--- config.mk ---
export PLATFORM = sky130hd
export DESIGN_NAME = dpll_lock_controller
export DESIGN_NICKNAME = d
export VERILOG_FILES = /design/src/rtl/dpll_pkg.sv /design/src/rtl/dpll_ref_sync.sv /design/src/rtl/dpll_lock_controller.sv
export SDC_FILE = /design/constraint.sdc
export NUM_CORES = 1
export LEC_CHECK = 0
export ABC_AREA = 1
export ABC_CLOCK_PERIOD_IN_PS = 3900
export BUFFER_PORTS_ARGS = -buffer_cell sky130_fd_sc_hd__buf_4
export CAP_MARGIN = 20
export CORE_MARGIN = 2
export CORE_UTILIZATION = 52
export CTS_BUF_LIST = sky130_fd_sc_hd__clkbuf_8
export DETAILED_ROUTE_END_ITERATION = 8
export PLACE_DENSITY = 0.84
export REMOVE_ABC_BUFFERS = 1
export SYNTH_ARGS = -nofsm -noshare
export SYNTH_HDL_FRONTEND = slang
export SYNTH_SLANG_ARGS = --single-unit
export TNS_END_PERCENT = 10
--- constraint.sdc ---
create_clock -name clock -period 3.9 [get_ports clock]
set_clock_uncertainty 0.1 [all_clocks]
set_input_delay 0.195 -clock clock [delete_from_list [all_inputs] [get_ports clock]]
set_output_delay 0.195 -clock clock [all_outputs]
set_load 0.01 [all_outputs]
--- src/rtl/dpll_pkg.sv ---
// -----------------------------------------------------------------------------
// dpll_pkg
// Shared definitions for the DCO frequency-lock controller:
//   - mode encodings driven on the controller's `mode` input
//   - controller state enumeration
//   - thermometer helper used to expand the trim index into the trim code
// -----------------------------------------------------------------------------
package dpll_pkg;

    localparam logic [1:0] MODE_AUTO   = 2'b00;
    localparam logic [1:0] MODE_HOLD   = 2'b01;
    localparam logic [1:0] MODE_MANUAL = 2'b10;

    typedef enum logic [2:0] {
        DISCARD,
        TRACK,
        UPDATE,
        HOLD,
        MANUAL
    } dpll_state_e;

    // One bit of the thermometer code: bit `pos` is set when it lies below
    // the index, so index N yields N ones in the LSBs.
    function automatic logic therm_bit(input int idx, input int pos);
        return pos < idx;
    endfunction

endpackage

--- src/rtl/dpll_ref_sync.sv ---
// -----------------------------------------------------------------------------
// dpll_ref_sync
// Brings the asynchronous reference oscillator into the DCO clock domain and
// produces a one-cycle pulse on each of its rising edges.
// Ports:
//   clock   in  DCO clock
//   reset   in  synchronous active-high reset
//   osc     in  asynchronous reference oscillator
//   ref_evt out one-cycle pulse per synchronised rising edge of osc
// -----------------------------------------------------------------------------
module dpll_ref_sync (
    input  logic clock,
    input  logic reset,
    input  logic osc,
    output logic ref_evt
);

    logic sync1_q, sync1_d;
    logic sync2_q, sync2_d;
    logic prev_q,  prev_d;

    always_comb begin
        sync1_d = osc;
        sync2_d = sync1_q;
        prev_d  = sync2_q;
    end

    always_ff @(posedge clock) begin
        if (reset) begin
            sync1_q <= 1'b0;
            sync2_q <= 1'b0;
            prev_q  <= 1'b0;
        end else begin
            sync1_q <= sync1_d;
            sync2_q <= sync2_d;
            prev_q  <= prev_d;
        end
    end

    assign ref_evt = sync2_q & ~prev_q;

endmodule

--- src/rtl/dpll_lock_controller.sv ---
// -----------------------------------------------------------------------------
// dpll_lock_controller
// Counts DCO cycles per reference period and steps a thermometer trim code
// until the count sits within +/-TOL of the programmed division ratio.
// Ports:
//   clock      in  DCO clock, all logic on the rising edge
//   reset      in  synchronous active-high reset
//   osc        in  asynchronous reference oscillator
//   div        in  target DCO cycles per reference period (0 = no tracking)
//   mode       in  00 auto, 01/11 hold, 10 manual
//   ext_idx    in  trim index used in manual mode (clamped to TRIM_W)
//   trim       out thermometer trim code, trim[i] = (i < idx)
//   locked     out lock indicator
//   meas       out last completed period count
//   meas_valid out one-cycle pulse when meas updates
// -----------------------------------------------------------------------------
module dpll_lock_controller
    import dpll_pkg::*;
#(
    parameter int TRIM_W    = 26,
    parameter int DIV_W     = 5,
    parameter int CNT_W     = DIV_W + 2,
    parameter int TOL       = 1,
    parameter int COARSE_TH = 4,
    parameter int LOCK_N    = 8,
    parameter int TRIM_INIT = 13,
    parameter int IDX_W     = $clog2(TRIM_W + 1)
) (
    input  logic              clock,
    input  logic              reset,
    input  logic              osc,
    input  logic [DIV_W-1:0]  div,
    input  logic [1:0]        mode,
    input  logic [IDX_W-1:0]  ext_idx,
    output logic [TRIM_W-1:0] trim,
    output logic              locked,
    output logic [CNT_W-1:0]  meas,
    output logic              meas_valid
);

    localparam int ERR_W = CNT_W + 1;
    localparam int LCK_W = $clog2(LOCK_N + 1);

    localparam logic [CNT_W-1:0]        CNT_MAX  = {CNT_W{1'b1}};
    localparam logic signed [ERR_W-1:0] TOL_S    = ERR_W'(TOL);
    localparam logic signed [ERR_W-1:0] COARSE_S = ERR_W'(COARSE_TH);
    localparam logic [LCK_W-1:0]        LOCK_MAX = LCK_W'(LOCK_N);
    localparam logic [IDX_W-1:0]        IDX_MAX  = IDX_W'(TRIM_W);
    localparam logic [IDX_W-1:0]        IDX_INIT = IDX_W'(TRIM_INIT);

    logic ref_evt;

    dpll_ref_sync u_ref_sync (
        .clock   (clock),
        .reset   (reset),
        .osc     (osc),
        .ref_evt (ref_evt)
    );

    dpll_state_e       state_q, state_d;
    logic [CNT_W-1:0]  cnt_q, cnt_d;
    logic [CNT_W-1:0]  meas_q, meas_d;
    logic              meas_valid_q, meas_valid_d;
    logic [IDX_W-1:0]  idx_q, idx_d;
    logic [LCK_W-1:0]  lock_cnt_q, lock_cnt_d;

    logic                    manual_req;
    logic                    hold_mode;
    logic                    run_auto;
    logic                    meas_sat;
    logic signed [ERR_W-1:0] err;
    logic signed [ERR_W-1:0] err_mag;
    logic                    too_fast;
    logic                    too_slow;
    logic                    in_band;
    logic [IDX_W-1:0]        step;
    logic [IDX_W-1:0]        idx_up;
    logic [IDX_W-1:0]        idx_dn;
    logic [IDX_W-1:0]        ext_clamped;

    // Mode 11 is an alias of hold; div = 0 also parks the loop in hold.
    assign manual_req = (mode == MODE_MANUAL);
    assign hold_mode  = (mode == MODE_HOLD) || (mode == (MODE_HOLD | MODE_MANUAL));
    assign run_auto   = !manual_req && !hold_mode && (div != '0);

    // Period counter; a discarded edge only restarts it without publishing.
    always_comb begin
        cnt_d        = cnt_q;
        meas_d       = meas_q;
        meas_valid_d = 1'b0;
        if (ref_evt) begin
            cnt_d = '0;
            if (state_q != DISCARD) begin
                meas_d       = (cnt_q == CNT_MAX) ? CNT_MAX : cnt_q + 1'b1;
                meas_valid_d = 1'b1;
            end
        end else if (cnt_q != CNT_MAX) begin
            cnt_d = cnt_q + 1'b1;
        end
    end

    // A saturated measurement means the DCO ran far too fast to count.
    always_comb begin
        meas_sat = (meas_q == CNT_MAX);
        err      = $signed({1'b0, meas_q}) - $signed({{(ERR_W-DIV_W){1'b0}}, div});
        err_mag  = err[ERR_W-1] ? -err : err;
        too_fast = meas_sat || (err > TOL_S);
        too_slow = !too_fast && (err < -TOL_S);
        in_band  = !too_fast && !too_slow;
        step     = (meas_sat || (err_mag > COARSE_S)) ? IDX_W'(2) : IDX_W'(1);
        // idx_q never exceeds IDX_MAX, so the headroom subtraction cannot wrap.
        idx_up      = ((IDX_MAX - idx_q) <= step) ? IDX_MAX : idx_q + step;
        idx_dn      = (idx_q <= step) ? '0 : idx_q - step;
        ext_clamped = (ext_idx > IDX_MAX) ? IDX_MAX : ext_idx;
    end

    // Any path out of hold/manual back into auto passes through DISCARD, which
    // covers both a mode change into auto and div going from 0 to non-zero.
    always_comb begin
        state_d = state_q;
        if (manual_req) begin
            state_d = MANUAL;
        end else if (!run_auto) begin
            state_d = HOLD;
        end else begin
            case (state_q)
                DISCARD:       if (ref_evt) state_d = TRACK;
                TRACK, UPDATE: state_d = ref_evt ? UPDATE : TRACK;
                default:       state_d = DISCARD;
            endcase
        end
    end

    // Trim index and lock counter. Manual follows ext_idx straight from the
    // input so trim lags it by exactly one clock, even on entry to manual.
    always_comb begin
        idx_d      = idx_q;
        lock_cnt_d = lock_cnt_q;
        if (manual_req) begin
            idx_d      = ext_clamped;
            lock_cnt_d = '0;
        end else if (!run_auto) begin
            lock_cnt_d = '0;
        end else if (state_q == UPDATE) begin
            if (in_band) begin
                if (lock_cnt_q != LOCK_MAX) lock_cnt_d = lock_cnt_q + 1'b1;
            end else begin
                lock_cnt_d = '0;
                idx_d      = too_fast ? idx_up : idx_dn;
            end
        end
    end

    always_ff @(posedge clock) begin
        if (reset) begin
            state_q      <= DISCARD;
            cnt_q        <= '0;
            meas_q       <= '0;
            meas_valid_q <= 1'b0;
            idx_q        <= IDX_INIT;
            lock_cnt_q   <= '0;
        end else begin
            state_q      <= state_d;
            cnt_q        <= cnt_d;
            meas_q       <= meas_d;
            meas_valid_q <= meas_valid_d;
            idx_q        <= idx_d;
            lock_cnt_q   <= lock_cnt_d;
        end
    end

    // An out-of-band measurement drops locked already during its UPDATE cycle.
    assign locked     = (lock_cnt_q == LOCK_MAX) && !((state_q == UPDATE) && !in_band);
    assign meas       = meas_q;
    assign meas_valid = meas_valid_q;

    for (genvar i = 0; i < TRIM_W; i++) begin : g_trim
        assign trim[i] = therm_bit(int'(idx_q), i);
    end

endmodule
==> results by group, run 1 <==
Outcome
  – Run status: finished clean

Power and ir drop
  – Switching pwr: approximately 0.00039 W
  – Clk pwr share: 23.9%
  – Static Leak: 1.637 nW
  – Comb power frac: a little over two fifths
  – Switching Fraction: 37.70%
  – Max rail drop VDD: 0.2964 mV
  – PD cells: 326.8 nW/um^2
  – Reg power frac: about a third
  – Internal power: 0.0006443 W

Placement
  – Placed cell count: 517
  – Final GP Congestion: between 0.8 and 0.9
  – IO Port Bufs: approximately 50
  – HPWL after DPL: 4.901 mm

Finish
  – P&R area growth vs syn: 20.20%
  – Layout cells sized above 1: between 20% and 30%
  – Number of diodes: 0
  – Non-Filler Instances: 525
  – Fin nets: 493

Synthesis
  – Seq/Total Area, Yosys: 22.81%
  – Netlist Area Pre-Place: 2633 sq um
  – Yosys Warn Count: 0
  – Cells after synthesis: 407
  – Synth Register Bits: 30
  – Distinct cell type count after synthesis: 38
  – Syn Area/Cell: between 6 and 7 sq um

Floorplanning
  – Die Area: 5648 sq um
  – Initial core utilization: 54.65%
  – CORE AREA: roughly 4800 sq um
  – # rows: 25
  – Die height: between 70 and 80 um
  – Die X: 75.15 um
  – Top-level I/O count: 50

Clock network
  – CTS tree: done
  – H-tree levels: 2
  – Clk root buf: clkbuf_8
  – Number of CTS-inserted buffers: 5
  – Max clock buf depth: 2
  – Clk Latency, worst-skew pair: 0.28 ns
  – Worst-path clk slew: 0.06 ns
  – Num Clock Sinks: 30

Drt
  – Wire per inst: about 12 um
  – WL final: 6.066 mm
  – Pre-antenna DRT Iters: 4
  – Antenna Nets Post-Route: 0
  – Drt initial violations: 100
  – Vias: approximately 2600
  – Vias per cell: 5.038
  – DRC Markers: 0

Worst setup path
  – CP Capture Type: flip-flop
  – Reg2Reg Depth: 22
  – Crit path DAT: 3.69 ns
  – Crit path launch type: flip-flop
  – Beginning of the critical path: meas[0]$_SDFFE_PP0P_
  – Worst r2r src: meas[0]$_SDFFE_PP0P_
  – Maximum fanout along the worst path: 5
  – CP Capture Point: idx_q[4]$_SDFFE_PP0P_
  – Crit path kind: reg -> reg
  – Setup slack, reg-to-reg: between 0.3 and 0.4 ns
  – Critical Path RT: ~4.0 ns
  – Reg2reg end: idx_q[4]$_SDFFE_PP0P_

Global route
  – First-pass GRT wire length: 9.970 mm
  – Met1 usage: 27.01%
  – Met2 GRT Util: roughly two fifths
  – GRT Resource Usage Total: 22.12%
  – Initial antenna violation count: 0
  – Vias in the first global route: 2393
  – GR peak layer: met2
  – GR met3 Demand/Resource: 2.945%
  – Largest net degree at the start of global routing: 15
  – Remaining Overflow, GRT: 0

Timing
  – Hold Slack: 0.02514 ns
  – Fin crit period: approximately 3.6 ns
  – Period utilisation layout: 91.61%
  – Final hold vios: 0
  – Final setup fails: 0
  – RSZ-0062 raised after global routing: false
  – Fmax: 0.2799 GHz
  – Setup TNS: 0 ns
  – Slew margin rel.: 50.43%
  – Tightest Pin Transition: between 0.7 and 0.8 ns
  – Final Max Tran Viols: 0

Flow run
  – Max-cap violations: 0

Worst hold path
  – Min-Delay Path Class: in -> reg
[kinds of logic after synthesis]
| group | share of synthesized area, % |
|---|---|
| buffers and inverters | 10.98 |
| flip-flops | 22.81 |
| adder cells (fa/ha/maj) | 10.84 |
| XOR/XNOR | 3.660 |
| AND/OR/NAND/NOR | 39.64 |
| AO/OA/AOI/OAI | 12.07 |
[synthesized netlist by cell type, drive strengths merged]
cell	instances	area, sq um
nand2	105	445.4
inv	66	247.7
nor2	57	254.0
nand3	36	220.2
dfxtp	30	600.6
a21oi	20	100.1
o21ai	20	103.9
ha	18	225.2
xor2	7	61.31
or2	6	37.53
buf	5	30.02
nand4	5	46.29
nor3	5	25.02
o211ai	4	30.03
xnor2	4	35.03
a31oi	3	18.77
clkbuf	3	11.26
fa	3	60.06
a211oi	2	15.01
nand3b	2	15.01
o22ai	2	18.77
a21boi	1	7.510
a311oi	1	8.760
o21a	1	7.510
o31ai	1	7.510
[placed cells by master, fill, tap and decap left out, types with 3 or more instances in the layout]
master    instances
or2_2             4
nand4_1           4
clkbuf_8          6
dfxtp_1          29
a21oi_1          19
nand2_1          96
o21ai_0          17
nand3_2           3
nor3_1            5
buf_4            51
nand3_1          31
inv_2             6
xnor2_1           4
nor2_1           51
nor2_2            4
xor2_1            7
a31oi_1           3
o211ai_1          4
nand2_4           3
nand2_2           5
ha_1             16
inv_1            61
[power by group through the flow]
stage	combinational (W)	clock, W	sequential, W
after global placement	0.000418	0	0.000352
after CTS	0.000432	0.000255	0.000346
final	0.000440	0.000247	0.000346
after detailed placement	0.000429	0	0.000353
after global routing	0.000499	0.000270	0.000348
after floorplan	0.000304	0	0.000349
[sequential cells by signal, summed over array words and instances, names as in the netlist]
| name | cells |
|---|---|
| idx_q | 5 |
| u_ref_sync.prev_d | 1 |
| cnt_q | 7 |
| meas_valid | 1 |
| lock_cnt_q | 4 |
| u_ref_sync.prev_q | 1 |
| state_q | 3 |
| u_ref_sync.sync1_q | 1 |
| meas | 7 |
[area by class of cell]
cell class              count  area [sq um]
multi-input cells         303          1757
fillers                   448          1653
flip-flops and latches     30         601.8
repair buffers             51         382.9
inverters                  66         247.7
well taps                  67         83.83
clock buffers               6         82.58
clock inverters             2         8.758
[critical path, stage by stage, from the launching register on]
cell	delay (ns)
dfxtp_2	0.35
inv_1	0.05
ha_1	0.16
inv_1	0.11
fa_1	0.46
inv_2	0.10
ha_2	0.21
nand3_1	0.10
nand2_1	0.10
xor2_1	0.15
nand3_1	0.12
a21oi_2	0.16
ha_1	0.18
inv_1	0.05
fa_1	0.40
nor2_1	0.14
xor2_1	0.16
nand3_1	0.09
nand2_1	0.08
nand2_1	0.04
nand2_1	0.06
nor2_1	0.04
nor2_1	0.09
[through the flow]
| stage | worst slack, ns | cell area (sq um) | utilization [%] | total power (W) |
|---|---|---|---|---|
| after floorplan | 0.1904 | 2591 | - | 0.0006525 |
| after global placement | 0.3302 | 3058 | 63.48 | 0.0007697 |
| after detailed placement | 0.1898 | 3058 | 63.48 | 0.0007814 |
| after CTS | 0.1803 | 3149 | 65.38 | 0.001033 |
| after global routing | 0.02040 | 3164 | 65.69 | 0.001117 |
| final | 0.3272 | 3164 | 65.69 | 0.001034 |
[worst min path at each step]
stage	startpoint	slack, ns	end	cells past startpoint
finish	reset	0.03	u_ref_sync.prev_q$_SDFF_PP0_	2
global route	reset	0.03	state_q[2]$_SDFFE_PP0P_	2
CTS	reset	0.02	u_ref_sync.prev_q$_SDFF_PP0_	2
detailed placement	u_ref_sync.sync1_q$_SDFF_PP0_	0.30	u_ref_sync.prev_d$_SDFF_PP0_	2
global placement	u_ref_sync.sync1_q$_SDFF_PP0_	0.29	u_ref_sync.prev_d$_SDFF_PP0_	2
floorplan	reset	0.17	u_ref_sync.sync1_q$_SDFF_PP0_	1
[per-layer routing]
| metal | routed length (um) | up-vias |
|---|---|---|
| li1 | - | 1395 |
| met1 | 2680 | 1193 |
| met2 | 3127 | 49 |
| met3 | 203 | 8 |
| met4 | 55 | 0 |
| met5 | 0 | - |
[timing repair]
| item | CTS | global route |
|---|---|---|
| endpoints found under the setup margin | 0 | 5 |
| hold buffers | 0 | 0 |
| setup buffers | 0 | 0 |
| gates resized for setup | 0 | 10 |
(Power assumes the default switching activity.)
==> inputs of run 2 (changes only) <==
ABC_AREA = unset   (was 1)
==> run 2 against run 1 <==
Against the previous run: first-iteration DRC count is 79% higher; worst setup slack worse by 0.17 ns; final cell count is 19% lower; global-route usage is 0.69 points higher; sequential power hardly changed; hold slack better by 0.014 ns; clock power is 2% higher; via count is 7.1% lower; area after synthesis is 5.4% lower; maximum frequency is 4.5% lower; highest routed layer unchanged; die area is 5.1% lower; final area is 1.9% lower.
==> results by group, run 2 <==
Global route
  – GRT Resource Usage Total: 22.81%
  – Vias in the first global route: 2308
  – Largest net degree at the start of global routing: 23
  – Initial antenna violation count: 0
  – First-pass GRT wire length: 9.853 mm
  – Remaining Overflow, GRT: 0

Timing
  – Final hold vios: 0
  – Fmax: 0.2674 GHz
  – Setup TNS: 0 ns
  – Final Worst Setup Slack: between 0.15 and 0.2 ns
  – Final Max Tran Viols: 0
  – Tightest Pin Transition: about 0.83 ns
  – Slew margin rel.: approximately 44%
  – Period utilisation layout: 95.89%
  – Final setup fails: 0
  – Fin crit period: roughly 3.7 ns

Clock network
  – Num Clock Sinks: 30
  – CTS tree: done
  – Clk root buf: clkbuf_8
  – Number of CTS-inserted buffers: 5
  – H-tree levels: 2
  – Worst-path clk slew: 0.06 ns
  – Max clock buf depth: 2
  – Clk Latency, worst-skew pair: between 0.2 and 0.3 ns

Floorplanning
  – # rows: 25
  – Die X: 73.20 um
  – Initial core utilization: a little over half
  – Die height: 73.20 um
  – Top-level I/O count: 50
  – Die Area: 5358 sq um
  – CORE AREA: between 4000 and 5000 sq um

Power and ir drop
  – Comb power frac: 38.8%
  – Switching Fraction: 34.81%
  – Reg power frac: 35.3%
  – Clk pwr share: 25.9%
  – PD cells: approximately 320 nW/um^2
  – Max rail drop VDD: 0.3355 mV
  – Internal power: between 0.0006 and 0.0007 W
  – Switching pwr: 0.0003405 W
  – Static Leak: roughly 1.4 nW
  – Pwr Total: approximately 0.00098 W

Placement
  – HPWL after DPL: 4.496 mm
  – Placed cell count: 416
  – Placed instance area: between 2000 and 3000 sq um
  – IO Port Bufs: ~50
  – Pre-CTS setup slack: -0.05440 ns
  – Final GP Congestion: 0.9209

Synthesis
  – Most frequent cell after synthesis: nor2_1
  – Ys async rst share: 0%
  – Synth area leader: dfxtp_1
  – Synth Register Bits: 30
  – Synth Flop Type: dfxtp_1
  – Count of flip-flops with a built-in enable after synthesis: 0
  – Seq/Total Area, Yosys: approximately a quarter
  – Top cells by count, synth: nor2_1 (47), dfxtp_1 (30), nand2_1 (24)
  – Netlist Area Pre-Place: around 2500 sq um
  – Cells after synthesis: 320
  – Distinct cell type count after synthesis: 63
  – Synth area leaders: dfxtp_1 (24%), ha_1 (9.0%), nor2_1 (7.1%)
  – Synth top area share: about a quarter
  – Syn Area/Cell: 7.781 sq um
  – Yosys Warn Count: 0

Finish
  – P&R area growth vs syn: 24.67%
  – Multi-input gate area: 1823 sq um
  – Most common cell after layout, fill and taps aside: buf_4
  – Commonest non-fill, non-tap cells in the layout: buf_4 (60), nor2_1 (47), dfxtp_1 (30)
  – Number of diodes: 0
  – Fin nets: just over 400
  – Reg area: 600.6 sq um
  – Layout cells sized above 1: 25.74%
  – Fillers: between 300 and 400
  – Non-Filler Instances: 427
  – Finished Cell Area: between 3000 and 4000 sq um

Outcome
  – Run status: finished clean

Worst hold path
  – Min-Delay Path Class: in -> reg

Drt
  – Vias per cell: 5.754
  – WL final: 5.914 mm
  – Pre-antenna DRT Iters: 4
  – Drt initial violations: roughly 180
  – Wire per inst: 13.85 um
  – Vias: approximately 2500
  – DRC Markers: 0
  – Antenna Nets Post-Route: 0

Worst setup path
  – Crit path kind: reg -> reg
  – CP Capture Point: idx_q[4]$_SDFFE_PP0P_
  – Critical Path RT: 3.93 ns
  – Maximum fanout along the worst path: 5
  – Reg2Reg Depth: 19
  – Setup slack, reg-to-reg: 0.16 ns
  – Worst r2r src: meas[0]$_SDFFE_PP0P_
  – CP Capture Type: flip-flop
  – Reg2reg end: idx_q[4]$_SDFFE_PP0P_
  – Crit path DAT: 3.77 ns
  – Beginning of the critical path: meas[0]$_SDFFE_PP0P_
  – Crit path launch type: flip-flop

Flow run
  – Max-cap violations: 0
-- run 2: changes by cell type after synthesis, moves of 8 or more --
| cell | delta |
|---|---|
| nor2b_1 | +9 |
| inv_1 | -43 |
| o21ai_0 | -11 |
| nand3_1 | -20 |
| nand2_1 | -72 |
| clkbuf_1 | +8 |
-- run 2: cell families after synthesis --
family / count (synthesis) / synth area share, %
flops: 30 / 24.12
compound gates: 83 / 25.63
fa+ha+maj: 21 / 11.46
simple gates: 135 / 26.94
mux: 6 / 2.412
buf+inv: 34 / 5.578
xor+xnor: 11 / 3.869
-- run 2: cell type report --
class                   count  share of cell area, %
inverters                  19                  2.297
flip-flops and latches     30                  19.35
clock buffers               6                  2.660
multi-input cells         256                  58.73
clock inverters             2                 0.2821
well taps                  54                  2.177
repair buffers             60                  14.51
-- run 2: metal layers --
| layer | up-vias | GRT usage [%] | part of all wire (%) |
|---|---|---|---|
| met4 | 0 | 5.967 | 1.6 |
| met2 | 67 | 40.74 | 49 |
| li1 | 1248 | - | - |
| met3 | 11 | 4.282 | 5.7 |
| met1 | 1131 | 27.88 | 44 |
| met5 | - | 0 | 0 |
-- run 2: critical path, stage by stage (launching register included) --
cell	delay [ns]
dfxtp_1	0.32
inv_1	0.06
ha_2	0.18
inv_1	0.05
fa_2	0.56
inv_1	0.09
ha_2	0.20
nor2_1	0.10
mux2i_1	0.10
nor3_2	0.21
a2bb2oi_2	0.18
o21a_2	0.21
ha_2	0.19
inv_1	0.05
fa_2	0.35
nor2_1	0.11
nand2_1	0.09
a21oi_2	0.20
a31o_1	0.15
a311oi_2	0.09
-- run 2: power groups by stage --
| stage | clock network, W | registers [W] | logic [W] |
|---|---|---|---|
| after floorplan | 0 | 0.000347 | 0.000231 |
| after global placement | 0 | 0.000351 | 0.000339 |
| after detailed placement | 0 | 0.000351 | 0.000346 |
| after CTS | 0.000256 | 0.000345 | 0.000349 |
| after global routing | 0.000271 | 0.000348 | 0.000418 |
| final | 0.000253 | 0.000346 | 0.000380 |
-- run 2: worst min-delay path by stage --
stage | from | end | slack, ns | depth (start not counted)
finish | osc | u_ref_sync.sync1_q$_SDFF_PP0_ | 0.04 | 2
global route | ext_idx[2] | idx_q[2]$_SDFFE_PP1P_ | 0.07 | 3
CTS | osc | u_ref_sync.sync1_q$_SDFF_PP0_ | 0.04 | 2
detailed placement | osc | u_ref_sync.sync1_q$_SDFF_PP0_ | 0.33 | 2
global placement | osc | u_ref_sync.sync1_q$_SDFF_PP0_ | 0.31 | 2
floorplan | reset | u_ref_sync.prev_d$_SDFF_PP0_ | 0.17 | 1
-- run 2: what timing repair did --
| item | in CTS | in global routing |
|---|---|---|
| endpoints found under the setup margin | 1 | 5 |
| setup buffers | 0 | 3 |
| gates cloned | 0 | 0 |
| hold buffers | 0 | 0 |
| gates resized for setup | 2 | 17 |
| pin swaps | 0 | 6 |
-- run 2: per-stage QoR --
step	utilization [%]	hold WS, ns
finish	66.60	0.03906
global route	66.60	0.07373
CTS	64.70	0.04109
detailed placement	62.60	0.3282
global placement	62.60	0.3053
floorplan	-	0.1666
